<file path="config.mk">
export PLATFORM = sky130hd
export DESIGN_NAME = uart_receive
export DESIGN_NICKNAME = d
export VERILOG_FILES = /design/src/rtl/uart_receive.sv
export SDC_FILE = /design/constraint.sdc
export NUM_CORES = 1
export LEC_CHECK = 0
export ABC_AREA = 1
export ABC_CLOCK_PERIOD_IN_PS = 3800
export BUFFER_PORTS_ARGS = -buffer_cell sky130_fd_sc_hd__buf_2
export CAP_MARGIN = 10
export CELL_PAD_IN_SITES_DETAIL_PLACEMENT = 1
export CELL_PAD_IN_SITES_GLOBAL_PLACEMENT = 2
export CORE_MARGIN = 8
export CORE_UTILIZATION = 25
export DETAILED_ROUTE_END_ITERATION = 7
export GPL_TIMING_DRIVEN = 1
export PLACE_DENSITY = 0.67
export SLEW_MARGIN = 0
export SYNTH_ARGS = -nofsm -noshare
export SYNTH_HDL_FRONTEND = slang
export SYNTH_SLANG_ARGS = --single-unit
</file>
<file path="constraint.sdc">
create_clock -name clk -period 3.8 [get_ports clk]
set_input_delay 0 -clock clk [delete_from_list [all_inputs] [get_ports clk]]
set_output_delay 0 -clock clk [all_outputs]
set_load 0.01 [all_outputs]
</file>
<file path="src/rtl/uart_receive.sv">
// uart_receive: UART receiver, 8N1 frames (8E1 when UART_RX_PARITY_EN is
// defined), LSB first. The line is oversampled at CLKS_PER_BIT clocks per
// bit and each bit is sampled at its midpoint.
//
// Optional feature macro: UART_RX_PARITY_EN (even parity bit after data).
//
// Ports:
//   clk        system clock, rising edge
//   rst        synchronous reset, active-low
//   rx         asynchronous serial line, idles high
//   data       last correctly received byte
//   sgn        one-cycle strobe: data has just been updated
//   frame_err  one-cycle strobe: stop bit sampled low
//   parity_err one-cycle strobe: parity mismatch (tied 0 without the feature)
module uart_receive #(
  parameter int CLKS_PER_BIT = 16
) (
  input  logic       clk,
  input  logic       rst,
  input  logic       rx,
  output logic [7:0] data,
  output logic       sgn,
  output logic       frame_err,
  output logic       parity_err
);

  localparam int CW = $clog2(CLKS_PER_BIT);
  localparam logic [CW-1:0] HALF_LAST = CW'(CLKS_PER_BIT / 2 - 1);
  localparam logic [CW-1:0] BIT_LAST  = CW'(CLKS_PER_BIT - 1);

  typedef enum logic [2:0] {
    WAIT_HIGH,
    IDLE,
    START,
    DATA,
`ifdef UART_RX_PARITY_EN
    PARITY,
`endif
    STOP
  } state_t;

  state_t          state, state_next;
  logic            sync1, rx_s;
  logic [CW-1:0]   cnt, cnt_next;
  logic [2:0]      idx, idx_next;
  logic [7:0]      shreg, shreg_next;
  logic [7:0]      data_next;
  logic            sgn_next, ferr_next;
`ifdef UART_RX_PARITY_EN
  logic            par_bit, par_bit_next;
  logic            perr, perr_next;
`endif

  // Two-flop synchronizer; resets to the idle (high) line level.
  always_ff @(posedge clk) begin
    if (!rst) begin
      sync1 <= 1'b1;
      rx_s  <= 1'b1;
    end else begin
      sync1 <= rx;
      rx_s  <= sync1;
    end
  end

  always_ff @(posedge clk) begin
    if (!rst) begin
      state     <= WAIT_HIGH;
      cnt       <= '0;
      idx       <= '0;
      shreg     <= '0;
      data      <= '0;
      sgn       <= 1'b0;
      frame_err <= 1'b0;
`ifdef UART_RX_PARITY_EN
      par_bit   <= 1'b0;
      perr      <= 1'b0;
`endif
    end else begin
      state     <= state_next;
      cnt       <= cnt_next;
      idx       <= idx_next;
      shreg     <= shreg_next;
      data      <= data_next;
      sgn       <= sgn_next;
      frame_err <= ferr_next;
`ifdef UART_RX_PARITY_EN
      par_bit   <= par_bit_next;
      perr      <= perr_next;
`endif
    end
  end

`ifdef UART_RX_PARITY_EN
  assign parity_err = perr;
`else
  assign parity_err = 1'b0;
`endif

  always_comb begin
    state_next = state;
    cnt_next   = '0;
    idx_next   = idx;
    shreg_next = shreg;
    data_next  = data;
    sgn_next   = 1'b0;
    ferr_next  = 1'b0;
`ifdef UART_RX_PARITY_EN
    par_bit_next = par_bit;
    perr_next    = 1'b0;
`endif

    case (state)
      WAIT_HIGH: begin
        if (rx_s) state_next = IDLE;
      end

      IDLE: begin
        if (!rx_s) state_next = START;
      end

      // Re-check the start bit at its midpoint; a high line here is a glitch.
      START: begin
        if (cnt == HALF_LAST) begin
          state_next = rx_s ? IDLE : DATA;
        end else begin
          cnt_next = cnt + CW'(1);
        end
      end

      DATA: begin
        if (cnt == BIT_LAST) begin
          shreg_next = {rx_s, shreg[7:1]};
          idx_next   = idx + 3'd1;
          if (idx == 3'd7) begin
`ifdef UART_RX_PARITY_EN
            state_next = PARITY;
`else
            state_next = STOP;
`endif
          end
        end else begin
          cnt_next = cnt + CW'(1);
        end
      end

`ifdef UART_RX_PARITY_EN
      PARITY: begin
        if (cnt == BIT_LAST) begin
          par_bit_next = rx_s;
          state_next   = STOP;
        end else begin
          cnt_next = cnt + CW'(1);
        end
      end
`endif

      // A low stop bit wins over a parity mismatch; after a framing error
      // the line must return high before a new start bit is trusted.
      STOP: begin
        if (cnt == BIT_LAST) begin
          if (!rx_s) begin
            ferr_next  = 1'b1;
            state_next = WAIT_HIGH;
          end
`ifdef UART_RX_PARITY_EN
          else if ((^shreg) ^ par_bit) begin
            perr_next  = 1'b1;
            state_next = IDLE;
          end
`endif
          else begin
            data_next  = shreg;
            sgn_next   = 1'b1;
            state_next = IDLE;
          end
        end else begin
          cnt_next = cnt + CW'(1);
        end
      end

      default: state_next = WAIT_HIGH;
    endcase
  end

endmodule

</file>
After elaboration in Yosys (flattened, before gate mapping)
Cells that the tools add are included.

word-level totals
  word-level logic and storage cells = 44
  output and inout bits = 11
  register bits = 30
  input bits = 3

operators by class
  equality and inequality tests = 13
  muxes and demuxes = 14
  reductions and logical operators = 6
  add/sub/neg operators = 2

operators with widths
  operator                                       count
  two-way mux 3 bit                              6
  one-hot mux 3 bit (5 select lines)             1
  != test 2 bit, second input constant           6
  two-way mux 4 bit                              2
  one-hot mux 4 bit (2 select lines)             1
  == test 3 x 2 -> 1 bit, second input constant  2
  == test 3 bit, second input constant           2
  AND reduction 3 bit                            2
  AND reduction 6 bit                            1
  adder 4 x 1 -> 4 bit, second input constant    1
  == test 4 x 3 -> 1 bit, second input constant  1
  == test 4 bit, second input constant           1
  adder 3 x 1 -> 3 bit, second input constant    1
  == test 3 x 1 -> 1 bit, second input constant  1
  logical NOT 3 bit                              1
  two-way mux 1 bit                              3
  two-way mux 2 bit                              1
  AND reduction 2 bit                            1
  OR reduction 2 bit                             1

Logic depth before layout (Yosys ltp)
  word-level depth = 4
  mapped depth = 10
  depth with buffers taken out = 10

Worst setup path after synthesis
Ideal clock, no wire load.

  path kind = reg-to-reg
  from = register cnt[0]
  to = register data[0]
  setup slack = 2.494 ns
  data required time = 3.684 ns
  arrival = 1.191 ns
  clock period less this slack = 1.306 ns
  path buffers = 0
  setup time = 0.116 ns
  stages on the path, launching flop included = 7
  path through = dfxtp_1 > ha_1 > nand3_2 > nor3_4 > inv_4 > nor2_1 > nor2_1

between the ends
  cells in the longest elaborated chain, start to end = 2

ends and longest elaborated chain
  item                           RTL line  RTL
  start: declaration             44        logic [CW-1:0] cnt, cnt_next;
  start signal: assignment       80        cnt <= cnt_next;
  == test 4 bit                  160       if (cnt == BIT_LAST) begin
  AND reduction 3 bit (no line)  --
  end signal: assignment         83        data <= data_next;
  end: declaration               21        output logic [7:0] data,

No other way between the ends.
A chain may end at the register's enable or synchronous reset.

Final worst setup path
  from = register cnt[0]
  to = register shreg[2]

between the ends
  cells in the longest elaborated chain, start to end = 2

ends and longest elaborated chain
  item                           RTL line  RTL
  == test 4 bit                  131       if (cnt == BIT_LAST) begin
  AND reduction 2 bit (no line)  --
  end signal: assignment         82        shreg <= shreg_next;
  end: declaration               46        logic [7:0] shreg, shreg_next;

No other way between the ends.

==> flow_summary_export.csv <==
group,metric,value,unit
sta,maxClockFrequency,596,MHz
sta,fin_setup_tns,0,ns
clock_tree,htreeDepth,2,
power_and_ir_drop,p_int,674,uW
detailed_routing,dr_total_vias,1021,
global_routing,grt_pass1_wl,4.86,mm
clock_tree,postCtsSetupRepairBufs,0,
run_status,outcome,"finished clean",
placement,routabilityCongestion,0.686,
clock_tree,ctsResizeCount,0,
finish,diodes,0,
critical_path,worstPathRequired,3.97,ns
power_and_ir_drop,ir_worst_vdd,0.185,mV
clock_tree,clk_latency,0.27,ns
sta,fin_crit_sh,44.2,%
clock_tree,clk_pin_slew,0.07,ns
clock_tree,cts_sinks,30,
placement,io_buffers,12,
finish,areaGrowthSynthToFinish,20.7,%
sta,final.min_clock_period,1.68,ns
critical_path,crit_path_start_kind,"flip-flop",
floorplan,dieArea,0.00740,mm2
power_and_ir_drop,combPwrFrac,17.8,%
critical_path,crit_path_cell_trace,"ha_1 -> nand3_2 -> nor2_2 -> inv_2 -> nor2_1 -> nor2_1",
global_routing,grt_start_max_net_pins,25,
sta,worst_slew_pin_slew,0.500,ns
critical_path,critical_path_buf_inv_count,1,
detailed_routing,first_pass_iters,4,
finish,stdcell_count,243,
floorplan,ios,14,
finish,drive_gt1_share,18.8,%
critical_path,cp_slowest_stage_delay,0.45,ns
critical_path,cp_top_family,"simple AND/OR/NAND/NOR gates",
synthesis,synth.yosys.seq_area_share,49.0,%
power_and_ir_drop,power.static_leakage,0.733,nW
detailed_routing,final_antenna_net_count,0,
clock_tree,numCtsBuffers,5,
synthesis,synth_flop_cell,"dfxtp_1",
power_and_ir_drop,sw_frac_of_total,27.7,%
clock_tree,root_buffer,"clkbuf_8",
clock_tree,cts_tree,"done",
floorplan,fp.dieW,86.0,um
clock_tree,cts_buffer_depth,2,
placement,numPlacedInstances,234,
sta,slew_headroom,66.7,%
detailed_routing,drtIter0Drc,34,
power_and_ir_drop,power_density,629,mW/mm2
synthesis,synth_edf_count,0,
global_routing,grt_antenna_before_repair,0,
synthesis,synth_top_area_share,49.0,%
sta,finalSetupViolations,0,
synthesis,syn_area,0.00123,mm2
floorplan,die_h,86.0,um
critical_path,crit_top_cell,"nor2_1",
critical_path,end_kind,"flip-flop",
detailed_routing,drcViolationCount,0,
power_and_ir_drop,p_seq_share,39.5,%
critical_path,cp.arrival,1.85,ns
placement,hpwl,2.04,mm
synthesis,synth-seq-cells,30,
synthesis,synth.largest_area_cell,"dfxtp_1",
synthesis,yosysMostFrequentCell,"nor2_1",
floorplan,rows,25,
min_path,hold_path.class,"in -> reg",
sta,rsz0062_at_grt,"false",
sta,fin_skew,0.00503,ns
run,cap_violations,0,
clock_tree,cts-hold-fix-buffers,1,
detailed_routing,routed_via_density,4.20,
floorplan,start_util,26.0,%
critical_path,critical_path_class,"reg -> reg",
global_routing,track_usage,8.25,%
synthesis,synth_common_cells,"46 x nor2_1, 30 x dfxtp_1, 21 x nand2_1, 19 x o21ai_0, 6 x inv_1",
synthesis,synthesis.instances,161,
floorplan,fp.coreArea,0.00472,mm2
finish,fin_nets,181,
synthesis,async_flop_share,0,%
global_routing,grt_pass1_vias,1075,
synthesis,syn-num-nets,167,
synthesis,synth.distinct_cells,27,
sta,final_hold_viol_count,0,
synthesis,synth_area_leaders,"dfxtp_1 49%, nor2_1 14%, o21ai_0 7.8%, nand2_1 6.4%, ha_1 3.1%",
detailed_routing,totalWireLength,2.77,mm
global_routing,overflow,0,
synthesis,avgSynthCellArea,7.62,um2
critical_path,crit_path_max_fanout,14,
critical_path,crit_path_top_delay_cell,"nor2_2",
power_and_ir_drop,switchingPower,258,uW
sta,slew_viol_final,0,
power_and_ir_drop,clockPowerShare,42.7,%
synthesis,ys_warn_count,0,
detailed_routing,wl_per_cell,11.4,um
-- worst reg2reg max path, stage by stage, from the launching register on --
cell and delay [ns]:
dfxtp_1 0.37, ha_1 0.22, nand3_2 0.16, nor2_2 0.45, inv_2 0.17, nor2_1 0.15
nor2_1 0.06
-- state kept, by name, summed over array words and instances, names as in the netlist --
name / flops
rx_s: 1
idx: 3
data: 8
cnt: 4
state: 3
sgn: 1
sync1: 1
shreg: 8
frame_err: 1
-- area by class of cell --
class	instances	area, um2
inverters	12	47.5
clock buffers	6	82.6
flip-flops and latches	30	601
repair buffers	13	70.1
multi-input cells	113	536
clock inverters	2	60.1
fillers	586	3240
well taps	67	83.8
-- power groups by stage --
stage | sequential, mW | combinational (mW) | clock, mW
2_1_floorplan | 0.354 | 0.167 | 0
3_3_place_gp | 0.375 | 0.165 | 0
3_5_place_dp | 0.375 | 0.170 | 0
4_1_cts | 0.369 | 0.170 | 0.408
5_1_grt | 0.374 | 0.192 | 0.426
6_report | 0.368 | 0.165 | 0.398
-- cells in the final DEF (no fill, tap or decap), types with 2 or more instances in the layout --
| cell type | netlist | routed |
|---|---|---|
| nor2_1 | 46 | 46 |
| ha_1 | 3 | 3 |
| clkbuf_8 | 0 | 6 |
| o21ai_0 | 19 | 19 |
| bufinv_16 | 0 | 2 |
| o21ai_1 | 2 | 2 |
| nand2_1 | 21 | 21 |
| buf_2 | 1 | 12 |
| or2_2 | 2 | 2 |
| a21oi_1 | 4 | 4 |
| nor3_1 | 2 | 2 |
| dfxtp_1 | 30 | 30 |
| inv_1 | 6 | 6 |
| inv_2 | 5 | 5 |
| nor2_2 | 2 | 2 |
| nand3_1 | 3 | 3 |
-- path summary, 6_finish.rpt --
kind	startpoint	slack, ns	end	cells past startpoint
worst min register to register	sync1	0.41	rx_s	1
worst min-delay path	rst	0.14	state[0]	3
worst max register to register	cnt[0]	2.12	shreg[2]	6
worst max-delay path	cnt[0]	2.12	shreg[2]	6
-- through the flow --
step	instance area, um2	setup slack (ns)	total power, mW	utilization, %	hold WS [ns]
4_1_cts	1480	2.10	0.948	31.3	0.139
3_3_place_gp	1330	2.23	0.540	28.1	0.191
2_1_floorplan	1230	2.49	0.521	-	0.107
6_report	1480	2.12	0.931	31.3	0.136
5_1_grt	1480	1.94	0.992	31.3	0.184
3_5_place_dp	1330	2.13	0.545	28.1	0.201
-- cells by family (layout without fill, tap and decap cells) --
kind of cell	Yosys count	in the layout	synth area share [%]
buffers and inverters	18	33	7.35
adders and majority gates	3	3	3.06
and+or+nand+nor	82	82	28.8
xor gates and xnor gates	1	1	0.714
AOI/OAI and AO/OA	26	26	10.8
DFF	30	30	49.0
other	1	1	0.306
-- metal layers --
metal	up-vias	global-route usage (%)	part of all wire (%)
met5	-	0	0
met4	0	3.34	0.43
met3	2	3.25	4.4
met2	12	13.2	47
met1	471	9.53	48
li1	536	-	-
Power figures use the tool's default switching activity.
